`src/rtl/mc_ctrl_if.sv`:
```
// Control/datapath bundle for the multicycle MIPS controller: IR fields and
// ALU/bridge/CP0 flags in, datapath enables and mux selects out.
interface mc_ctrl_if;
  localparam int unsigned OP_W = 6;
  localparam int unsigned RS_W = 5;

  logic [OP_W-1:0] opcode;
  logic [OP_W-1:0] funct;
  logic [RS_W-1:0] rs_out;
  logic            zero;
  logic            flow;
  logic            dev_sel;
  logic            intreq;

  logic            PCWr;
  logic            IRWr;
  logic            GPRWr;
  logic            DMWr;
  logic            Bsel;
  logic            MemByte;
  logic [2:0]      WDsel;
  logic [1:0]      GPRsel;
  logic [1:0]      Extop;
  logic [1:0]      ALUOp;
  logic [1:0]      ALUsel;
  logic [1:0]      NPCOp;
  logic            PrWe;
  logic            CP0We;
  logic            EXLSet;
  logic            EXLClr;
  logic            eret;

  modport master (
    input  opcode, funct, rs_out, zero, flow, dev_sel, intreq,
    output PCWr, IRWr, GPRWr, DMWr, Bsel, MemByte, WDsel, GPRsel, Extop,
           ALUOp, ALUsel, NPCOp, PrWe, CP0We, EXLSet, EXLClr, eret
  );

  modport slave (
    output opcode, funct, rs_out, zero, flow, dev_sel, intreq,
    input  PCWr, IRWr, GPRWr, DMWr, Bsel, MemByte, WDsel, GPRsel, Extop,
           ALUOp, ALUsel, NPCOp, PrWe, CP0We, EXLSet, EXLClr, eret
  );
endinterface

```
`src/rtl/mc_ctrl.sv`:
```
// Multicycle control unit: sequences fetch/decode/execute/memory/write-back,
// CP0 moves, eret and interrupt entry; outputs decode combinationally from state and IR.
module mc_ctrl (
  input  logic      clk,
  input  logic      rst,
  mc_ctrl_if.master bus
);
  localparam int unsigned OP_W = 6;
  localparam int unsigned RS_W = 5;

  localparam logic [OP_W-1:0] OP_RTYPE = 6'h00;
  localparam logic [OP_W-1:0] OP_J     = 6'h02;
  localparam logic [OP_W-1:0] OP_JAL   = 6'h03;
  localparam logic [OP_W-1:0] OP_BEQ   = 6'h04;
  localparam logic [OP_W-1:0] OP_ADDI  = 6'h08;
  localparam logic [OP_W-1:0] OP_ORI   = 6'h0d;
  localparam logic [OP_W-1:0] OP_LUI   = 6'h0f;
  localparam logic [OP_W-1:0] OP_COP0  = 6'h10;
  localparam logic [OP_W-1:0] OP_LB    = 6'h20;
  localparam logic [OP_W-1:0] OP_LW    = 6'h23;
  localparam logic [OP_W-1:0] OP_SB    = 6'h28;
  localparam logic [OP_W-1:0] OP_SW    = 6'h2b;

  localparam logic [OP_W-1:0] FN_JR    = 6'h08;
  localparam logic [OP_W-1:0] FN_ERET  = 6'h18;
  localparam logic [OP_W-1:0] FN_ADDU  = 6'h21;
  localparam logic [OP_W-1:0] FN_SUBU  = 6'h23;
  localparam logic [OP_W-1:0] FN_AND   = 6'h24;
  localparam logic [OP_W-1:0] FN_OR    = 6'h25;
  localparam logic [OP_W-1:0] FN_SLT   = 6'h2a;

  localparam logic [RS_W-1:0] RS_MFC0  = 5'h00;
  localparam logic [RS_W-1:0] RS_MTC0  = 5'h04;

  localparam logic [2:0] WD_ALU    = 3'b000;
  localparam logic [2:0] WD_DM     = 3'b001;
  localparam logic [2:0] WD_PC4    = 3'b010;
  localparam logic [2:0] WD_BRIDGE = 3'b011;
  localparam logic [2:0] WD_CP0    = 3'b100;

  localparam logic [1:0] GS_RT   = 2'b00;
  localparam logic [1:0] GS_RD   = 2'b01;
  localparam logic [1:0] GS_R31  = 2'b11;
  localparam logic [1:0] EXT_ZERO = 2'b00;
  localparam logic [1:0] EXT_SIGN = 2'b01;
  localparam logic [1:0] EXT_HI   = 2'b10;
  localparam logic [1:0] ALU_ADD = 2'b00;
  localparam logic [1:0] ALU_SUB = 2'b01;
  localparam logic [1:0] ALU_OR  = 2'b10;
  localparam logic [1:0] ALU_AND = 2'b11;
  localparam logic [1:0] SEL_OP  = 2'b00;
  localparam logic [1:0] SEL_SLT = 2'b01;
  localparam logic [1:0] NPC_PC4 = 2'b00;
  localparam logic [1:0] NPC_BR  = 2'b01;
  localparam logic [1:0] NPC_J   = 2'b10;
  localparam logic [1:0] NPC_JR  = 2'b11;

  typedef enum logic [2:0] {
    S_IDLE, S_FETCH, S_DCD, S_EXE, S_MEM, S_WB, S_INT
  } state_t;

  typedef enum logic [4:0] {
    I_ADDU, I_SUBU, I_AND, I_OR, I_SLT, I_JR, I_J, I_JAL, I_BEQ, I_ADDI,
    I_ORI, I_LUI, I_LW, I_LB, I_SW, I_SB, I_ERET, I_MFC0, I_MTC0, I_ILL
  } instr_t;

  state_t state, state_nxt, fetch_nxt;
  instr_t instr;
  logic   is_r_alu, is_load, is_store;

  logic       pc_wr, ir_wr, gpr_wr, dm_wr, b_sel, mem_byte;
  logic [2:0] wd_sel;
  logic [1:0] gpr_sel, ext_op, alu_op, alu_sel, npc_op;
  logic       pr_we, cp0_we, exl_set, exl_clr, eret_o;

  // Instruction class from the IR fields; anything unrecognised is a nop.
  always_comb begin
    instr = I_ILL;
    case (bus.opcode)
      OP_RTYPE: begin
        case (bus.funct)
          FN_ADDU: instr = I_ADDU;
          FN_SUBU: instr = I_SUBU;
          FN_AND:  instr = I_AND;
          FN_OR:   instr = I_OR;
          FN_SLT:  instr = I_SLT;
          FN_JR:   instr = I_JR;
          default: instr = I_ILL;
        endcase
      end
      OP_J:    instr = I_J;
      OP_JAL:  instr = I_JAL;
      OP_BEQ:  instr = I_BEQ;
      OP_ADDI: instr = I_ADDI;
      OP_ORI:  instr = I_ORI;
      OP_LUI:  instr = I_LUI;
      OP_LW:   instr = I_LW;
      OP_LB:   instr = I_LB;
      OP_SW:   instr = I_SW;
      OP_SB:   instr = I_SB;
      OP_COP0: begin
        if (bus.funct == FN_ERET)       instr = I_ERET;
        else if (bus.rs_out == RS_MFC0) instr = I_MFC0;
        else if (bus.rs_out == RS_MTC0) instr = I_MTC0;
        else                            instr = I_ILL;
      end
      default: instr = I_ILL;
    endcase
  end

  assign is_r_alu = instr inside {I_ADDU, I_SUBU, I_AND, I_OR, I_SLT};
  assign is_load  = instr inside {I_LW, I_LB};
  assign is_store = instr inside {I_SW, I_SB};

  // Interrupts are only taken where an instruction retires into FETCH.
  assign fetch_nxt = bus.intreq ? S_INT : S_FETCH;

  always_ff @(posedge clk or negedge rst) begin
    if (!rst) state <= S_IDLE;
    else      state <= state_nxt;
  end

  always_comb begin
    state_nxt = state;
    pc_wr     = 1'b0;
    ir_wr     = 1'b0;
    gpr_wr    = 1'b0;
    dm_wr     = 1'b0;
    b_sel     = 1'b0;
    mem_byte  = 1'b0;
    wd_sel    = WD_ALU;
    gpr_sel   = GS_RT;
    ext_op    = EXT_ZERO;
    alu_op    = ALU_ADD;
    alu_sel   = SEL_OP;
    npc_op    = NPC_PC4;
    pr_we     = 1'b0;
    cp0_we    = 1'b0;
    exl_set   = 1'b0;
    exl_clr   = 1'b0;
    eret_o    = 1'b0;
    case (state)
      S_IDLE: state_nxt = S_FETCH;
      S_FETCH: begin
        pc_wr     = 1'b1;
        ir_wr     = 1'b1;
        npc_op    = NPC_PC4;
        state_nxt = S_DCD;
      end
      S_DCD: begin
        state_nxt = fetch_nxt;
        case (instr)
          I_J: begin
            pc_wr  = 1'b1;
            npc_op = NPC_J;
          end
          I_JAL: begin
            pc_wr   = 1'b1;
            npc_op  = NPC_J;
            gpr_wr  = 1'b1;
            gpr_sel = GS_R31;
            wd_sel  = WD_PC4;
          end
          I_JR: begin
            pc_wr  = 1'b1;
            npc_op = NPC_JR;
          end
          I_ERET: begin
            pc_wr   = 1'b1;
            eret_o  = 1'b1;
            exl_clr = 1'b1;
          end
          I_MFC0: begin
            gpr_wr  = 1'b1;
            gpr_sel = GS_RT;
            wd_sel  = WD_CP0;
          end
          I_ILL:   state_nxt = fetch_nxt;
          default: state_nxt = S_EXE;
        endcase
      end
      S_EXE: begin
        state_nxt = S_WB;
        case (instr)
          I_ADDU: alu_op = ALU_ADD;
          I_SUBU: alu_op = ALU_SUB;
          I_AND:  alu_op = ALU_AND;
          I_OR:   alu_op = ALU_OR;
          // slt takes the sign of a subtraction
          I_SLT: begin
            alu_op  = ALU_SUB;
            alu_sel = SEL_SLT;
          end
          I_ORI: begin
            b_sel  = 1'b1;
            ext_op = EXT_ZERO;
            alu_op = ALU_OR;
          end
          I_LUI: begin
            b_sel  = 1'b1;
            ext_op = EXT_HI;
            alu_op = ALU_OR;
          end
          I_ADDI: begin
            b_sel  = 1'b1;
            ext_op = EXT_SIGN;
            alu_op = ALU_ADD;
          end
          I_LW, I_LB, I_SW, I_SB: begin
            b_sel     = 1'b1;
            ext_op    = EXT_SIGN;
            alu_op    = ALU_ADD;
            state_nxt = S_MEM;
          end
          I_MTC0: begin
            cp0_we    = 1'b1;
            state_nxt = fetch_nxt;
          end
          I_BEQ: begin
            alu_op    = ALU_SUB;
            npc_op    = NPC_BR;
            pc_wr     = bus.zero;
            state_nxt = fetch_nxt;
          end
          default: state_nxt = fetch_nxt;
        endcase
      end
      S_MEM: begin
        state_nxt = is_load ? S_WB : fetch_nxt;
        // A byte store to a peripheral is unsupported and silently dropped.
        if (is_store) begin
          dm_wr    = ~bus.dev_sel;
          mem_byte = ~bus.dev_sel & (instr == I_SB);
          pr_we    = bus.dev_sel & (instr == I_SW);
        end
      end
      S_WB: begin
        state_nxt = fetch_nxt;
        if (is_r_alu) begin
          gpr_wr  = 1'b1;
          gpr_sel = GS_RD;
        end else if (instr == I_ORI || instr == I_LUI) begin
          gpr_wr = 1'b1;
        end else if (instr == I_ADDI) begin
          gpr_wr = ~bus.flow;
        end else if (is_load) begin
          gpr_wr   = 1'b1;
          wd_sel   = bus.dev_sel ? WD_BRIDGE : WD_DM;
          mem_byte = (instr == I_LB);
        end
      end
      S_INT: begin
        pc_wr     = 1'b1;
        exl_set   = 1'b1;
        state_nxt = S_FETCH;
      end
      default: state_nxt = S_IDLE;
    endcase
  end

  assign bus.PCWr    = pc_wr;
  assign bus.IRWr    = ir_wr;
  assign bus.GPRWr   = gpr_wr;
  assign bus.DMWr    = dm_wr;
  assign bus.Bsel    = b_sel;
  assign bus.MemByte = mem_byte;
  assign bus.WDsel   = wd_sel;
  assign bus.GPRsel  = gpr_sel;
  assign bus.Extop   = ext_op;
  assign bus.ALUOp   = alu_op;
  assign bus.ALUsel  = alu_sel;
  assign bus.NPCOp   = npc_op;
  assign bus.PrWe    = pr_we;
  assign bus.CP0We   = cp0_we;
  assign bus.EXLSet  = exl_set;
  assign bus.EXLClr  = exl_clr;
  assign bus.eret    = eret_o;
endmodule

```
`src/flat_wrapper.sv`:
```
// flat-port wrapper written by rule: the top's interface ports become plain ports
module mc_ctrl_flat 
  (clk, rst, bus_opcode, bus_funct, bus_rs_out, bus_zero, bus_flow, bus_dev_sel, bus_intreq, bus_PCWr, bus_IRWr, bus_GPRWr, bus_DMWr, bus_Bsel, bus_MemByte, bus_WDsel, bus_GPRsel, bus_Extop, bus_ALUOp, bus_ALUsel, bus_NPCOp, bus_PrWe, bus_CP0We, bus_EXLSet, bus_EXLClr, bus_eret);
  mc_ctrl_if bus_i ();
  input  logic clk;
  input  logic rst;
  input wire logic [$bits(bus_i.opcode)-1:0] bus_opcode;
  input wire logic [$bits(bus_i.funct)-1:0] bus_funct;
  input wire logic [$bits(bus_i.rs_out)-1:0] bus_rs_out;
  input wire logic [$bits(bus_i.zero)-1:0] bus_zero;
  input wire logic [$bits(bus_i.flow)-1:0] bus_flow;
  input wire logic [$bits(bus_i.dev_sel)-1:0] bus_dev_sel;
  input wire logic [$bits(bus_i.intreq)-1:0] bus_intreq;
  output wire logic [$bits(bus_i.PCWr)-1:0] bus_PCWr;
  output wire logic [$bits(bus_i.IRWr)-1:0] bus_IRWr;
  output wire logic [$bits(bus_i.GPRWr)-1:0] bus_GPRWr;
  output wire logic [$bits(bus_i.DMWr)-1:0] bus_DMWr;
  output wire logic [$bits(bus_i.Bsel)-1:0] bus_Bsel;
  output wire logic [$bits(bus_i.MemByte)-1:0] bus_MemByte;
  output wire logic [$bits(bus_i.WDsel)-1:0] bus_WDsel;
  output wire logic [$bits(bus_i.GPRsel)-1:0] bus_GPRsel;
  output wire logic [$bits(bus_i.Extop)-1:0] bus_Extop;
  output wire logic [$bits(bus_i.ALUOp)-1:0] bus_ALUOp;
  output wire logic [$bits(bus_i.ALUsel)-1:0] bus_ALUsel;
  output wire logic [$bits(bus_i.NPCOp)-1:0] bus_NPCOp;
  output wire logic [$bits(bus_i.PrWe)-1:0] bus_PrWe;
  output wire logic [$bits(bus_i.CP0We)-1:0] bus_CP0We;
  output wire logic [$bits(bus_i.EXLSet)-1:0] bus_EXLSet;
  output wire logic [$bits(bus_i.EXLClr)-1:0] bus_EXLClr;
  output wire logic [$bits(bus_i.eret)-1:0] bus_eret;
  assign bus_i.opcode = bus_opcode;
  assign bus_i.funct = bus_funct;
  assign bus_i.rs_out = bus_rs_out;
  assign bus_i.zero = bus_zero;
  assign bus_i.flow = bus_flow;
  assign bus_i.dev_sel = bus_dev_sel;
  assign bus_i.intreq = bus_intreq;
  assign bus_PCWr = bus_i.PCWr;
  assign bus_IRWr = bus_i.IRWr;
  assign bus_GPRWr = bus_i.GPRWr;
  assign bus_DMWr = bus_i.DMWr;
  assign bus_Bsel = bus_i.Bsel;
  assign bus_MemByte = bus_i.MemByte;
  assign bus_WDsel = bus_i.WDsel;
  assign bus_GPRsel = bus_i.GPRsel;
  assign bus_Extop = bus_i.Extop;
  assign bus_ALUOp = bus_i.ALUOp;
  assign bus_ALUsel = bus_i.ALUsel;
  assign bus_NPCOp = bus_i.NPCOp;
  assign bus_PrWe = bus_i.PrWe;
  assign bus_CP0We = bus_i.CP0We;
  assign bus_EXLSet = bus_i.EXLSet;
  assign bus_EXLClr = bus_i.EXLClr;
  assign bus_eret = bus_i.eret;
  mc_ctrl u_core (.clk(clk), .rst(rst), .bus(bus_i));
endmodule
```
`config.mk`:
```
export PLATFORM = sky130hd
export DESIGN_NAME = mc_ctrl_flat
export DESIGN_NICKNAME = d
export VERILOG_FILES = /design/src/rtl/mc_ctrl_if.sv /design/src/rtl/mc_ctrl.sv /design/src/flat_wrapper.sv
export SDC_FILE = /design/constraint.sdc
export NUM_CORES = 1
export LEC_CHECK = 0
export CAP_MARGIN = 20
export CORE_AREA = 10 10 63 65
export CTS_CLUSTER_DIAMETER = 50
export DETAILED_ROUTE_END_ITERATION = 12
export DIE_AREA = 0 0 73 75
export PLACE_DENSITY_LB_ADDON = 0.08
export SKIP_LAST_GASP = 1
export SYNTH_ARGS = -nofsm -noshare
export SYNTH_HDL_FRONTEND = slang
export SYNTH_SLANG_ARGS = --single-unit
```
`constraint.sdc`:
```
create_clock -name clk -period 4.4 [get_ports clk]
set_input_delay 0.88 -clock clk [delete_from_list [all_inputs] [get_ports clk]]
set_output_delay 0.88 -clock clk [all_outputs]
set_load 0.01 [all_outputs]
```
==> flow_summary.json <==
{
  "outcome": "finished, final reports clean",
  "synth_top_cell_by_area": "sky130_fd_sc_hd__dfrtp_1",
  "floorplan.die_area_um2": 5480,
  "syn-num-nets": 202,
  "critical_path.endpoint_type": "output port",
  "netlist.area_leader.share_pct": 6.36,
  "grt_setup_unrepaired": "yes",
  "n_antenna_cell": 0,
  "wl_per_cell_um": 16.8,
  "period_minus_slack_ns": 4.37,
  "proportion_of_synthesized_chip_area_in_sequential_cells_pct": 6.36,
  "htreeDepth": 1,
  "multiInputGateArea_um2": 1150,
  "grt_pass1_wl_mm": 8.00,
  "timing_hold_violations_final": 0,
  "biggestRegsByFlops": "u_core.state (3)",
  "seqCellArea_um2": 75.1,
  "dpl_worst_slack_ns": -0.474,
  "chipHeight_um": 75,
  "yosys_warnings": 0,
  "path_cells": "clkdlybuf4s50_1 > buf_4 > or4b_2 > a21oi_1 > or3_1 > o21ai_0 > or3_1 > a21oi_2 > o21ai_0 > dlygate4sd2_1",
  "cts_buffer_depth": 2,
  "initial_utilization_pct": 43.5,
  "cp.required_ns": 3.52,
  "final_net_count": 300,
  "max_freq_mhz": 229,
  "finalCritPeriodShare_pct": 99.2,
  "route.final.wire_length_mm": 5.15,
  "ff2ff_setup_slack_ns": 3.03,
  "cp_data_arrival_time_ns": 3.49,
  "crit_type": "in2out",
  "first_global_vias": 1725,
  "crit_start": "bus_opcode[4]",
  "areaGrowthSynthToFinish_pct": 87.7,
  "final.fill_count": 191,
  "async_flop_share_pct": 100,
  "vdd_drop_max_v": 0.000411,
  "post-dp-hpwl_mm": 3.96,
  "slowest_delay_ns": 0.69,
  "port_buffers": 45,
  "instances_no_fill": 307,
  "r2r.worst_path.cells": 5,
  "clk_transition_reported_paths_ns": 0.04,
  "remaining_drc_errors": 0,
  "globalRouteTotalUtil_pct": 17.3,
  "capture_point_of_the_worst_reg_to_reg_path": "u_core.state[2]",
  "placementRows": 19,
  "post-place-cells": 299,
  "synth_top_flop_cell": "sky130_fd_sc_hd__dfrtp_1",
  "cpMaxStageDelayCell": "sky130_fd_sc_hd__or4b_2",
  "worst_hold_path_type": "reg2reg",
  "drt_iter0_markers": 177,
  "synth_seq_cells": 3,
  "most_repeated_cell_in_the_gate_level_netlist_after_synthesis": "sky130_fd_sc_hd__nor2_1",
  "cts_tree": "yes",
  "drive_above_1_share_pct": 38.8,
  "clkLatencyLatePin_ns": 0.23,
  "cts.sink_count": 3,
  "count_of_mapped_cells_out_of_synthesis": 179,
  "route.antenna.remaining_nets": 0,
  "hold_path.startpoint": "u_core.state[1]",
  "fp.coreArea_um2": 2710,
  "max_ffs_per_register": 3,
  "ys_types": 65,
  "io-pin-count": 47,
  "drv_slew": 0,
  "largest_net_degree_at_the_start_of_global_routing": 16,
  "cts_hold_buffers": 0,
  "floorplan.die.width_um": 73,
  "final_critical_path_setup_slack_ns": 0.0332,
  "place_congestion": 0.918,
  "static-leakage-power_nw": 1.03,
  "finalClockSkew_ns": 0.000150,
  "critPathMaxFanout": 2,
  "rr_startpoint": "u_core.state[2]",
  "synth_top_cells_by_area": "sky130_fd_sc_hd__dfrtp_1 6.4%, sky130_fd_sc_hd__nor3_1 5.5%, sky130_fd_sc_hd__nor2_1 5.4%",
  "setup_viol": 0,
  "cts_buffers": 3,
  "vias_per_cell": 6.06,
  "cts_root_buf": "sky130_fd_sc_hd__clkbuf_4",
  "synth_area_um2": 1180,
  "critPathLaunchType": "input pin",
  "p_per_cell_area_nw_per_um2": 200,
  "grt_overflow_total": 0,
  "min_delay_worst_endpoint": "u_core.state[0]",
  "post_synth_most_frequent_cells": "17 x sky130_fd_sc_hd__nor2_1, 13 x sky130_fd_sc_hd__nand2_1, 13 x sky130_fd_sc_hd__nor3_1, 10 x sky130_fd_sc_hd__inv_1, 10 x sky130_fd_sc_hd__o21ai_0",
  "fin_worst_hold_slack_ns": 0.761,
  "synthesis.area_per_instance_um2": 6.59,
  "utilization_after_layout_pct": 81.7,
  "antenna_violations_before_repair": 0,
  "dr_total_vias": 1861,
  "synth-edff-count": 0,
  "post-layout-total-power_uw": 444,
  "min_delay_path_depth": 3,
  "max_cap_violations": 0,
  "router_iterations_before_antenna_repair": 7,
  "largest-register": "u_core.state"
}
[timing repair]
action / in CTS / in global routing
setup endpoints to repair: 20 / 13
gates resized for setup: 45 / 25
pin swaps: 8 / 8
buffers inserted: 2 / 2
[per-stage QoR]
stage	setup TNS [ns]	cell area, µm²
3_3_place_gp	-5.44	2020
2_1_floorplan	0	1180
4_1_cts	-0.135	2090
5_1_grt	-0.0846	2210
3_5_place_dp	-6.21	2020
6_report	0	2210
[critical path, delay by kind of cell]
family / cells / cell delay (ns)
AND/OR/NAND/NOR: 3 / 1.26
buffers and inverters: 3 / 0.89
AO/OA/AOI/OAI: 4 / 0.47
[routing by layer]
layer	up-vias	part of all wire [%]	track usage, %	routed length, µm
met3	8	7.8	3.94	403
met5	-	0	0	0
li1	876	-	-	-
met4	0	1.5	5.27	76
met2	91	48	28.1	2460
met1	886	43	22.0	2200
[cell type report]
class                   count  share of cell area [%]
multi-input cells         154                    51.8
repair buffers            105                    40.2
flip-flops and latches      3                    3.39
well taps                  31                    1.75
inverters                  10                    1.69
clock buffers               4                    1.19
[where the power goes]
part           leakage (nW)  internal, mW  total, mW  switching (mW)
Sequential           0.0364        0.0415     0.0726          0.0312
Combinational         0.977         0.157      0.323           0.166
Clock                0.0150        0.0340     0.0481          0.0141
Total                  1.03         0.233      0.444           0.211
[worst max path at each step]
| stage | endpoint | slack [ns] | cells after the start |
|---|---|---|---|
| 3_5_place_dp | bus_MemByte | -0.47 | 9 |
| 2_1_floorplan | bus_MemByte | 0.35 | 8 |
| 5_1_grt | bus_PCWr | -0.08 | 10 |
| 4_1_cts | bus_MemByte | -0.12 | 9 |
| 3_3_place_gp | bus_MemByte | -0.43 | 9 |
| 6_report | bus_PCWr | 0.03 | 10 |
[kinds of logic (layout without fill, tap and decap cells)]
family	count (synthesis)	after routing	synth area share [%]
AOI/OAI and AO/OA	62	62	38.0
buffers and inverters	22	119	9.23
other	1	1	0.318
DFF	3	3	6.36
xor gates and xnor gates	3	3	2.23
and+or+nand+nor	88	88	43.9
[cells in the final DEF, fill, tap and decap left out, drive strengths merged, types with 3 or more instances in the layout]
| cell type | Yosys | routed |
|---|---|---|
| buf | 6 | 61 |
| dlymetal6s2s | 0 | 4 |
| and3 | 4 | 4 |
| inv | 10 | 10 |
| dfrtp | 3 | 3 |
| nand2 | 13 | 13 |
| or4b | 6 | 6 |
| o22ai | 4 | 4 |
| a21o | 5 | 5 |
| or2 | 3 | 3 |
| dlygate4sd2 | 0 | 19 |
| o21ai | 12 | 12 |
| o21a | 3 | 3 |
| o31ai | 3 | 3 |
| and2 | 3 | 3 |
| nand2b | 3 | 3 |
| clkbuf | 6 | 5 |
| nand3 | 7 | 7 |
| clkdlybuf4s15 | 0 | 4 |
| clkdlybuf4s50 | 0 | 16 |
| nor3 | 15 | 15 |
| nor2 | 17 | 17 |
| nand3b | 3 | 3 |
| a21oi | 9 | 9 |
| or3 | 4 | 4 |
Power figures use the tool's default switching activity.
